File: src/rtl/mc_ctrl_pkg.sv
// ============================================================================
// Module  : mc_ctrl_pkg
// Brief   : Shared opcodes, state encodings and control-field encodings for
//           the multicycle MIPS main control unit.
// Revision: 1.0
// ============================================================================
`default_nettype none

package mc_ctrl_pkg;

  localparam logic [5:0] OP_RTYPE = 6'h00;
  localparam logic [5:0] OP_J     = 6'h02;
  localparam logic [5:0] OP_BEQ   = 6'h04;
  localparam logic [5:0] OP_BNE   = 6'h05;
  localparam logic [5:0] OP_ADDI  = 6'h08;
  localparam logic [5:0] OP_LW    = 6'h23;
  localparam logic [5:0] OP_SW    = 6'h2B;

  localparam logic [3:0] S_BASE = 4'd0;

  typedef enum logic [3:0] {
    S_FETCH  = S_BASE + 4'd0,
    S_DECODE = S_BASE + 4'd1,
    S_MEMADR = S_BASE + 4'd2,
    S_MEMRD  = S_BASE + 4'd3,
    S_MEMWB  = S_BASE + 4'd4,
    S_MEMWR  = S_BASE + 4'd5,
    S_EXEC   = S_BASE + 4'd6,
    S_ALUWB  = S_BASE + 4'd7,
    S_BEQ    = S_BASE + 4'd8,
    S_JUMP   = S_BASE + 4'd9,
    S_ADDIEX = S_BASE + 4'd10,
    S_ADDIWB = S_BASE + 4'd11,
    S_BNE    = S_BASE + 4'd12
  } state_t;

  localparam logic [1:0] ALUOP_ADD   = 2'b00;
  localparam logic [1:0] ALUOP_SUB   = 2'b01;
  localparam logic [1:0] ALUOP_FUNCT = 2'b10;

  localparam logic [1:0] SRCB_B       = 2'b00;
  localparam logic [1:0] SRCB_FOUR    = 2'b01;
  localparam logic [1:0] SRCB_IMM     = 2'b10;
  localparam logic [1:0] SRCB_IMM_SH2 = 2'b11;

  localparam logic [1:0] PCSRC_ALU    = 2'b00;
  localparam logic [1:0] PCSRC_ALUOUT = 2'b01;
  localparam logic [1:0] PCSRC_JUMP   = 2'b10;

  typedef struct packed {
    logic       pc_write;
    logic       pc_write_cond;
    logic       branch_ne;
    logic       iord;
    logic       mem_read;
    logic       mem_write;
    logic       mem_to_reg;
    logic       ir_write;
    logic [1:0] pc_source;
    logic [1:0] alu_op;
    logic       alu_src_a;
    logic [1:0] alu_src_b;
    logic       reg_write;
    logic       reg_dst;
    logic       instr_done;
    logic       illegal_op;
  } ctrl_t;

  function automatic logic is_legal_op(input logic [5:0] op);
    case (op)
      OP_RTYPE, OP_LW, OP_SW, OP_BEQ, OP_J, OP_ADDI: is_legal_op = 1'b1;
`ifdef CTRL_BNE_EN
      OP_BNE:                                        is_legal_op = 1'b1;
`endif
      default:                                       is_legal_op = 1'b0;
    endcase
  endfunction

endpackage

`default_nettype wire

File: src/rtl/mc_ctrl_decode.sv
// ============================================================================
// Module  : mc_ctrl_decode
// Brief   : Moore decode of FSM state (plus opcode in DECODE) into the control
//           word. Optional BNE state enabled by macro CTRL_BNE_EN.
// Revision: 1.0
// ============================================================================
`default_nettype none

module mc_ctrl_decode
  import mc_ctrl_pkg::*;
#(
  parameter int OP_W = 6
) (
  input  state_t          i_state,
  input  logic [OP_W-1:0] i_op,
  output ctrl_t           o_ctrl
);

  always_comb begin
    o_ctrl = '0;
    case (i_state)
      S_FETCH: begin
        o_ctrl.mem_read  = 1'b1;
        o_ctrl.ir_write  = 1'b1;
        o_ctrl.pc_write  = 1'b1;
        o_ctrl.alu_src_b = SRCB_FOUR;
        o_ctrl.pc_source = PCSRC_ALU;
      end
      S_DECODE: begin
        // Precompute the branch target into ALUOut regardless of opcode.
        o_ctrl.alu_src_b  = SRCB_IMM_SH2;
        o_ctrl.illegal_op = ~is_legal_op(i_op);
      end
      S_MEMADR: begin
        o_ctrl.alu_src_a = 1'b1;
        o_ctrl.alu_src_b = SRCB_IMM;
      end
      S_MEMRD: begin
        o_ctrl.mem_read = 1'b1;
        o_ctrl.iord     = 1'b1;
      end
      S_MEMWB: begin
        o_ctrl.reg_write  = 1'b1;
        o_ctrl.mem_to_reg = 1'b1;
        o_ctrl.instr_done = 1'b1;
      end
      S_MEMWR: begin
        o_ctrl.mem_write  = 1'b1;
        o_ctrl.iord       = 1'b1;
        o_ctrl.instr_done = 1'b1;
      end
      S_EXEC: begin
        o_ctrl.alu_src_a = 1'b1;
        o_ctrl.alu_src_b = SRCB_B;
        o_ctrl.alu_op    = ALUOP_FUNCT;
      end
      S_ALUWB: begin
        o_ctrl.reg_write  = 1'b1;
        o_ctrl.reg_dst    = 1'b1;
        o_ctrl.instr_done = 1'b1;
      end
      S_BEQ: begin
        o_ctrl.alu_src_a     = 1'b1;
        o_ctrl.alu_src_b     = SRCB_B;
        o_ctrl.alu_op        = ALUOP_SUB;
        o_ctrl.pc_write_cond = 1'b1;
        o_ctrl.pc_source     = PCSRC_ALUOUT;
        o_ctrl.instr_done    = 1'b1;
      end
      S_JUMP: begin
        o_ctrl.pc_write   = 1'b1;
        o_ctrl.pc_source  = PCSRC_JUMP;
        o_ctrl.instr_done = 1'b1;
      end
      S_ADDIEX: begin
        o_ctrl.alu_src_a = 1'b1;
        o_ctrl.alu_src_b = SRCB_IMM;
        o_ctrl.alu_op    = ALUOP_ADD;
      end
      S_ADDIWB: begin
        o_ctrl.reg_write  = 1'b1;
        o_ctrl.instr_done = 1'b1;
      end
`ifdef CTRL_BNE_EN
      S_BNE: begin
        o_ctrl.alu_src_a     = 1'b1;
        o_ctrl.alu_src_b     = SRCB_B;
        o_ctrl.alu_op        = ALUOP_SUB;
        o_ctrl.pc_write_cond = 1'b1;
        o_ctrl.branch_ne     = 1'b1;
        o_ctrl.pc_source     = PCSRC_ALUOUT;
        o_ctrl.instr_done    = 1'b1;
      end
`endif
      default: ;
    endcase
  end

endmodule

`default_nettype wire

File: src/rtl/mc_control_unit.sv
// ============================================================================
// Module  : mc_control_unit
// Brief   : Main control FSM of the multicycle MIPS CPU. Optional BNE support
//           enabled by macro CTRL_BNE_EN.
// Revision: 1.0
// ============================================================================
`default_nettype none

module mc_control_unit
  import mc_ctrl_pkg::*;
#(
  parameter int         OP_W     = 6,
  parameter logic [3:0] FETCH_ST = 4'd0
) (
  input  logic            clk,
  input  logic            rst,
  input  logic [OP_W-1:0] Op,
  output logic            PCWrite,
  output logic            PCWriteCond,
  output logic            BranchNe,
  output logic            IorD,
  output logic            MemRead,
  output logic            MemWrite,
  output logic            MemtoReg,
  output logic            IRWrite,
  output logic [1:0]      PCSource,
  output logic [1:0]      ALUOp,
  output logic            ALUSrcA,
  output logic [1:0]      ALUSrcB,
  output logic            RegWrite,
  output logic            RegDst,
  output logic            InstrDone,
  output logic            IllegalOp
);

  state_t r_state;
  state_t w_next;
  ctrl_t  w_dec;
  ctrl_t  w_ctrl;

  always_ff @(posedge clk or posedge rst) begin
    if (rst) r_state <= state_t'(FETCH_ST);
    else     r_state <= w_next;
  end

  always_comb begin
    w_next = S_FETCH;
    case (r_state)
      S_FETCH:  w_next = S_DECODE;
      S_DECODE: begin
        case (Op)
          OP_LW, OP_SW: w_next = S_MEMADR;
          OP_RTYPE:     w_next = S_EXEC;
          OP_BEQ:       w_next = S_BEQ;
          OP_J:         w_next = S_JUMP;
          OP_ADDI:      w_next = S_ADDIEX;
`ifdef CTRL_BNE_EN
          OP_BNE:       w_next = S_BNE;
`endif
          default:      w_next = S_FETCH;
        endcase
      end
      S_MEMADR: w_next = (Op == OP_SW) ? S_MEMWR : S_MEMRD;
      S_MEMRD:  w_next = S_MEMWB;
      S_EXEC:   w_next = S_ALUWB;
      S_ADDIEX: w_next = S_ADDIWB;
      default:  w_next = S_FETCH;
    endcase
  end

  mc_ctrl_decode #(
    .OP_W (OP_W)
  ) u_decode (
    .i_state (r_state),
    .i_op    (Op),
    .o_ctrl  (w_dec)
  );

  // Gating with rst keeps a store in flight from completing during abort.
  assign w_ctrl = rst ? '0 : w_dec;

  assign PCWrite     = w_ctrl.pc_write;
  assign PCWriteCond = w_ctrl.pc_write_cond;
  assign BranchNe    = w_ctrl.branch_ne;
  assign IorD        = w_ctrl.iord;
  assign MemRead     = w_ctrl.mem_read;
  assign MemWrite    = w_ctrl.mem_write;
  assign MemtoReg    = w_ctrl.mem_to_reg;
  assign IRWrite     = w_ctrl.ir_write;
  assign PCSource    = w_ctrl.pc_source;
  assign ALUOp       = w_ctrl.alu_op;
  assign ALUSrcA     = w_ctrl.alu_src_a;
  assign ALUSrcB     = w_ctrl.alu_src_b;
  assign RegWrite    = w_ctrl.reg_write;
  assign RegDst      = w_ctrl.reg_dst;
  assign InstrDone   = w_ctrl.instr_done;
  assign IllegalOp   = w_ctrl.illegal_op;

endmodule

`default_nettype wire

File: config.mk
export PLATFORM = sky130hd
export DESIGN_NAME = mc_control_unit
export DESIGN_NICKNAME = d
export VERILOG_FILES = /design/src/rtl/mc_ctrl_pkg.sv /design/src/rtl/mc_ctrl_decode.sv /design/src/rtl/mc_control_unit.sv
export SDC_FILE = /design/constraint.sdc
export NUM_CORES = 1
export LEC_CHECK = 0
export ABC_AREA = 1
export CORE_UTILIZATION = 41
export DETAILED_ROUTE_END_ITERATION = 7
export GPL_ROUTABILITY_DRIVEN = 1
export PLACE_DENSITY = 0.82
export RECOVER_POWER = 25
export SETUP_SLACK_MARGIN = 0.4
export SLEW_MARGIN = 0
export SYNTH_ARGS = -nofsm -noshare
export SYNTH_HDL_FRONTEND = slang
export SYNTH_SLANG_ARGS = --single-unit
File: constraint.sdc
create_clock -name clk -period 1.91 [get_ports clk]
set_input_delay 0.2865 -clock clk [delete_from_list [all_inputs] [get_ports clk]]
set_output_delay 0.2865 -clock clk [all_outputs]
set_load 0.05 [all_outputs]
==> metrics.cfg, run 1 <==
[floorplanning]
die_w_um=38.0
chipHeight_um=38.0
start_util_pct=46.0
pin_count=27
fp-row-count=12

[clock_tree]
cts_hold_buf=0
cts_root_buf=clkbuf_4
htree_num_levels=1
cts_buffers=3
post_cts.repair.setup_buffers=15
ctsResizeCount=32
clock_sinks=4
clk_path_buf_depth=2

[logic_synthesis]
netlist_instances=96
synth_cell_type_count=22
synth-seq-cells=4
syn_avg_cell_area_um2=5.54
synth_nets=104
synth_seq_area_share_pct=18.8
syn_area_um2=532
yosysWarnings=0

[run_status]
error_line=[ERROR DPL-0038] Utilization greater than 100%, impossible to legalize
stop_stage=clock tree synthesis (4_1_cts)
status=did not finish

[place]
post-dp-hpwl_um=1830
place_congestion=0.972
numPortBuffers=25

[cell usage after synthesis]
master	n	area [um^2]
a21oi_1	3	15.0
a21oi_2	2	17.5
buf_2	1	5.00
buf_4	2	15.0
clkbuf_1	1	3.75
conb_1	1	3.75
dfrtp_1	4	100
inv_1	10	37.5
inv_2	5	18.8
nand2_1	26	97.6
nand2_2	1	6.26
nand3_1	7	35.0
nand4_1	1	6.26
nor2_1	18	67.6
nor2_2	1	6.26
nor2_4	3	33.8
nor3_1	2	10.0
nor3_2	1	10.0
nor4_1	2	12.5
o211ai_1	1	7.51
o21ai_1	3	15.0
o31ai_1	1	7.51
[kinds of logic after synthesis]
kind of cell    count (synthesis)  synth area share, %
buf+inv                        19                 15.1
simple gates                   62                 53.6
flops                           4                 18.8
other cells                     1                0.705
compound gates                 10                 11.8
[stage by stage]
step	instances	setup slack [ps]	area [um^2]
3_5_place_dp	134	84.5	1050
3_3_place_gp	134	176	1050
2_1_floorplan	96	150	619
==> run 2: changes to the inputs <==
--- a/config.mk
+++ b/config.mk
@@ -6,12 +6,12 @@
 export NUM_CORES = 1
 export LEC_CHECK = 0
 export ABC_AREA = 1
-export CORE_UTILIZATION = 41
+export CORE_AREA = 2 2 63 65
 export DETAILED_ROUTE_END_ITERATION = 7
+export DIE_AREA = 0 0 65 67
 export GPL_ROUTABILITY_DRIVEN = 1
-export PLACE_DENSITY = 0.82
+export PLACE_DENSITY_LB_ADDON = 0.15
 export RECOVER_POWER = 25
-export SETUP_SLACK_MARGIN = 0.4
 export SLEW_MARGIN = 0
 export SYNTH_ARGS = -nofsm -noshare
 export SYNTH_HDL_FRONTEND = slang
==> metrics.cfg, run 2 <==
[final_layout]
multi_input_area_um2=388
nFillCells=387
final_common_cell=nand2_1
reg_top3=r_state (4)
nNetsFinal=134
antenna_cells=0
fin_cells=172
largest_register_ffs=4
final_cell_mix=nand2_1 (26), buf_12 (18), nor2_1 (17)
seqCellArea_um2=100
largest_register=r_state
area_growth_pct=106
drive_gt1_share_pct=34.7

[logic_synthesis]
synth_most_common_cell=nand2_1
synth-seq-cells=4  ; unchanged
netlist_instances=96  ; unchanged
synth_ff_type=dfrtp_1
synth_seq_area_share_pct=18.8  ; unchanged
synth_async_sr_flop_share_pct=100  ; unchanged
synth_cell_type_count=22  ; unchanged
syn_area_um2=532  ; unchanged
synth_top_area_cell=dfrtp_1
yosysWarnings=0  ; unchanged
syn_avg_cell_area_um2=5.54  ; unchanged
synth.cells.most_frequent=nand2_1 (26), nor2_1 (18), inv_1 (10), nand3_1 (7), inv_2 (5)
synth-edff-count=0  ; unchanged
synth.area.top_cells=dfrtp_1 (19%), nand2_1 (18%), nor2_1 (13%)
synth_nets=104  ; unchanged
synth_top_area_share_pct=18.8  ; unchanged

[sta]
clock.fmax_mhz=548
finalHoldViolCount=0
period_share_pct=95.6
skew_ps=2.36
min_period_ps=1830
drv_slew=0
holdWs_ps=218
finalSetupViolCount=0

[clock_tree]
clk_path_buf_depth=2  ; unchanged
htree_num_levels=1  ; unchanged
cts_buffers=3  ; unchanged
insertion_delay_ps=220
cts_root_buf=clkbuf_8
path_clk_slew_ps=30
clock_sinks=4  ; unchanged
cts_hold_buf=0  ; unchanged
cts_tree=yes

[floorplanning]
start_util_pct=14.7  ; -31 points
die_area_um2=4360
chipHeight_um=67  ; +76%
pin_count=27  ; unchanged
die_w_um=65  ; +71%
fp-row-count=22  ; +10
fp.coreArea_um2=3610

[drt]
dr.pass1.iters=2
ant_nets=0
vias=660
viasPerCell=3.84
drcViolationCount=0
dr.first_iter.drc_count=7
wl_per_cell_um=9.67
totalWireLength_um=1660

[global_route]
antenna_found_initial=0
grtUsageTotal_pct=8.33
grt_pass1_vias=640
grt_max_degree=13
grt_pass1_wl_um=2800
busiest_layer=met2
gr-total-overflow=0
use_met1_pct=8.97
grt_use_met2_pct=15.6
grt_use_met3_pct=1.52

[place]
post-dp-hpwl_um=1470  ; -20%
place_congestion=0.800  ; -18%
numPortBuffers=25  ; unchanged
dp_cells=168  ; +25%

[critical_path]
crit_buf_inv=2
start_kind=flop
critical_path.cell_chain=nor2_4 -> buf_4 -> nand2_1 -> a21oi_1 -> buf_12
max_stage_delay_ps=480
worst_ep_arrival_time_ps=1540
required_ps=1620
critPathMaxFanout=6
slowest_stage=dfrtp_1
critical_path.top_delay_family=flip-flops
crit_path_end_kind=output pin
critical_path_class=flop to output pin

[run_status]
status=finished clean

[pwr]
powerDensity_nw_per_um2=904
max-vdd-ir-drop_uv=271
design_power_total_w=0.000990
power_leakage_nw=0.505

[hold_path]
hold_path.class=input port to async pin

[flow_run]
cap_violations=0

==> run 2: cell counts after synthesis <==
No cell type changed its count.
==> run 2: cell families (layout without fill, tap and decap cells) <==
group	count (synthesis)	in the layout	share of synthesized area [%]
and+or+nand+nor	62	62	53.6
buffers and inverters	19	47	15.1
AOI/OAI and AO/OA	10	10	11.8
DFF	4	4	18.8
other	1	1	0.705
==> run 2: worst min-delay path, delay by kind of cell <==
family | cells | cell delay [ps]
buf+inv | 3 | 520
==> run 2: cell type report <==
cell class / instances / share of cell area, %
multi-input cells: 73 / 35.4
flip-flops and latches: 4 / 9.13
clock buffers: 3 / 3.77
well taps: 48 / 5.48
inverters: 15 / 5.14
repair buffers: 29 / 41.1
==> run 2: per-stage QoR <==
stage | area, um^2 | setup TNS (ps) | worst slack, ps | utilization, %
final | 1100 | 0 | 84.2 | 30.4
after global routing | 1100 | -9.18 | -9.18 | 30.4
after CTS | 1090 | 0 | 52.2 | 30.2
after detailed placement | 1040 | 0 | 97.7 | 28.9
after global placement | 1040 | 0 | 87.5 | 28.9
after floorplan | 552 | -394 | -259 | -
==> run 2: final timing paths <==
check | startpoint | endpoint | slack (ps) | cells after the start
worst max-delay path | r_state[3] | IorD | 80 | 5
worst min-delay path | rst | r_state[2] | 220 | 3
worst max register to register | r_state[3] | r_state[0] | 780 | 3
worst min register to register | r_state[0] | r_state[2] | 610 | 2
max in group asynchronous | rst | r_state[1] | 1500 | 3
min in group clk | r_state[0] | r_state[2] | 610 | 2
==> run 2: timing repair <==
| action | CTS | global route |
|---|---|---|
| endpoints found under the setup margin | 1 | 2 |
| buffers inserted | 0 | 1 |
| pin swaps | 0 | 1 |
| endpoints found under the hold margin | 0 | 0 |
| gates resized for setup | 1 | 3 |
==> run 2: metal layers <==
metal / share of wire (%) / routed length [um] / vias to the layer above
met3: 5.6 / 93 / 2
met4: 0.84 / 14 / 0
met5: 0 / 0 / -
li1: - / - / 357
met2: 51 / 844 / 18
met1: 43 / 712 / 283
==> run 2: where the power goes <==
| group | total, W | switching, W | internal (W) |
|---|---|---|---|
| Sequential | 0.000134 | 0.0000302 | 0.000104 |
| Combinational | 0.000680 | 0.000395 | 0.000285 |
| Clock | 0.000177 | 0.0000428 | 0.000134 |
| Total | 0.000990 | 0.000468 | 0.000523 |
No activity file was read; power rests on OpenSTA's default activity.
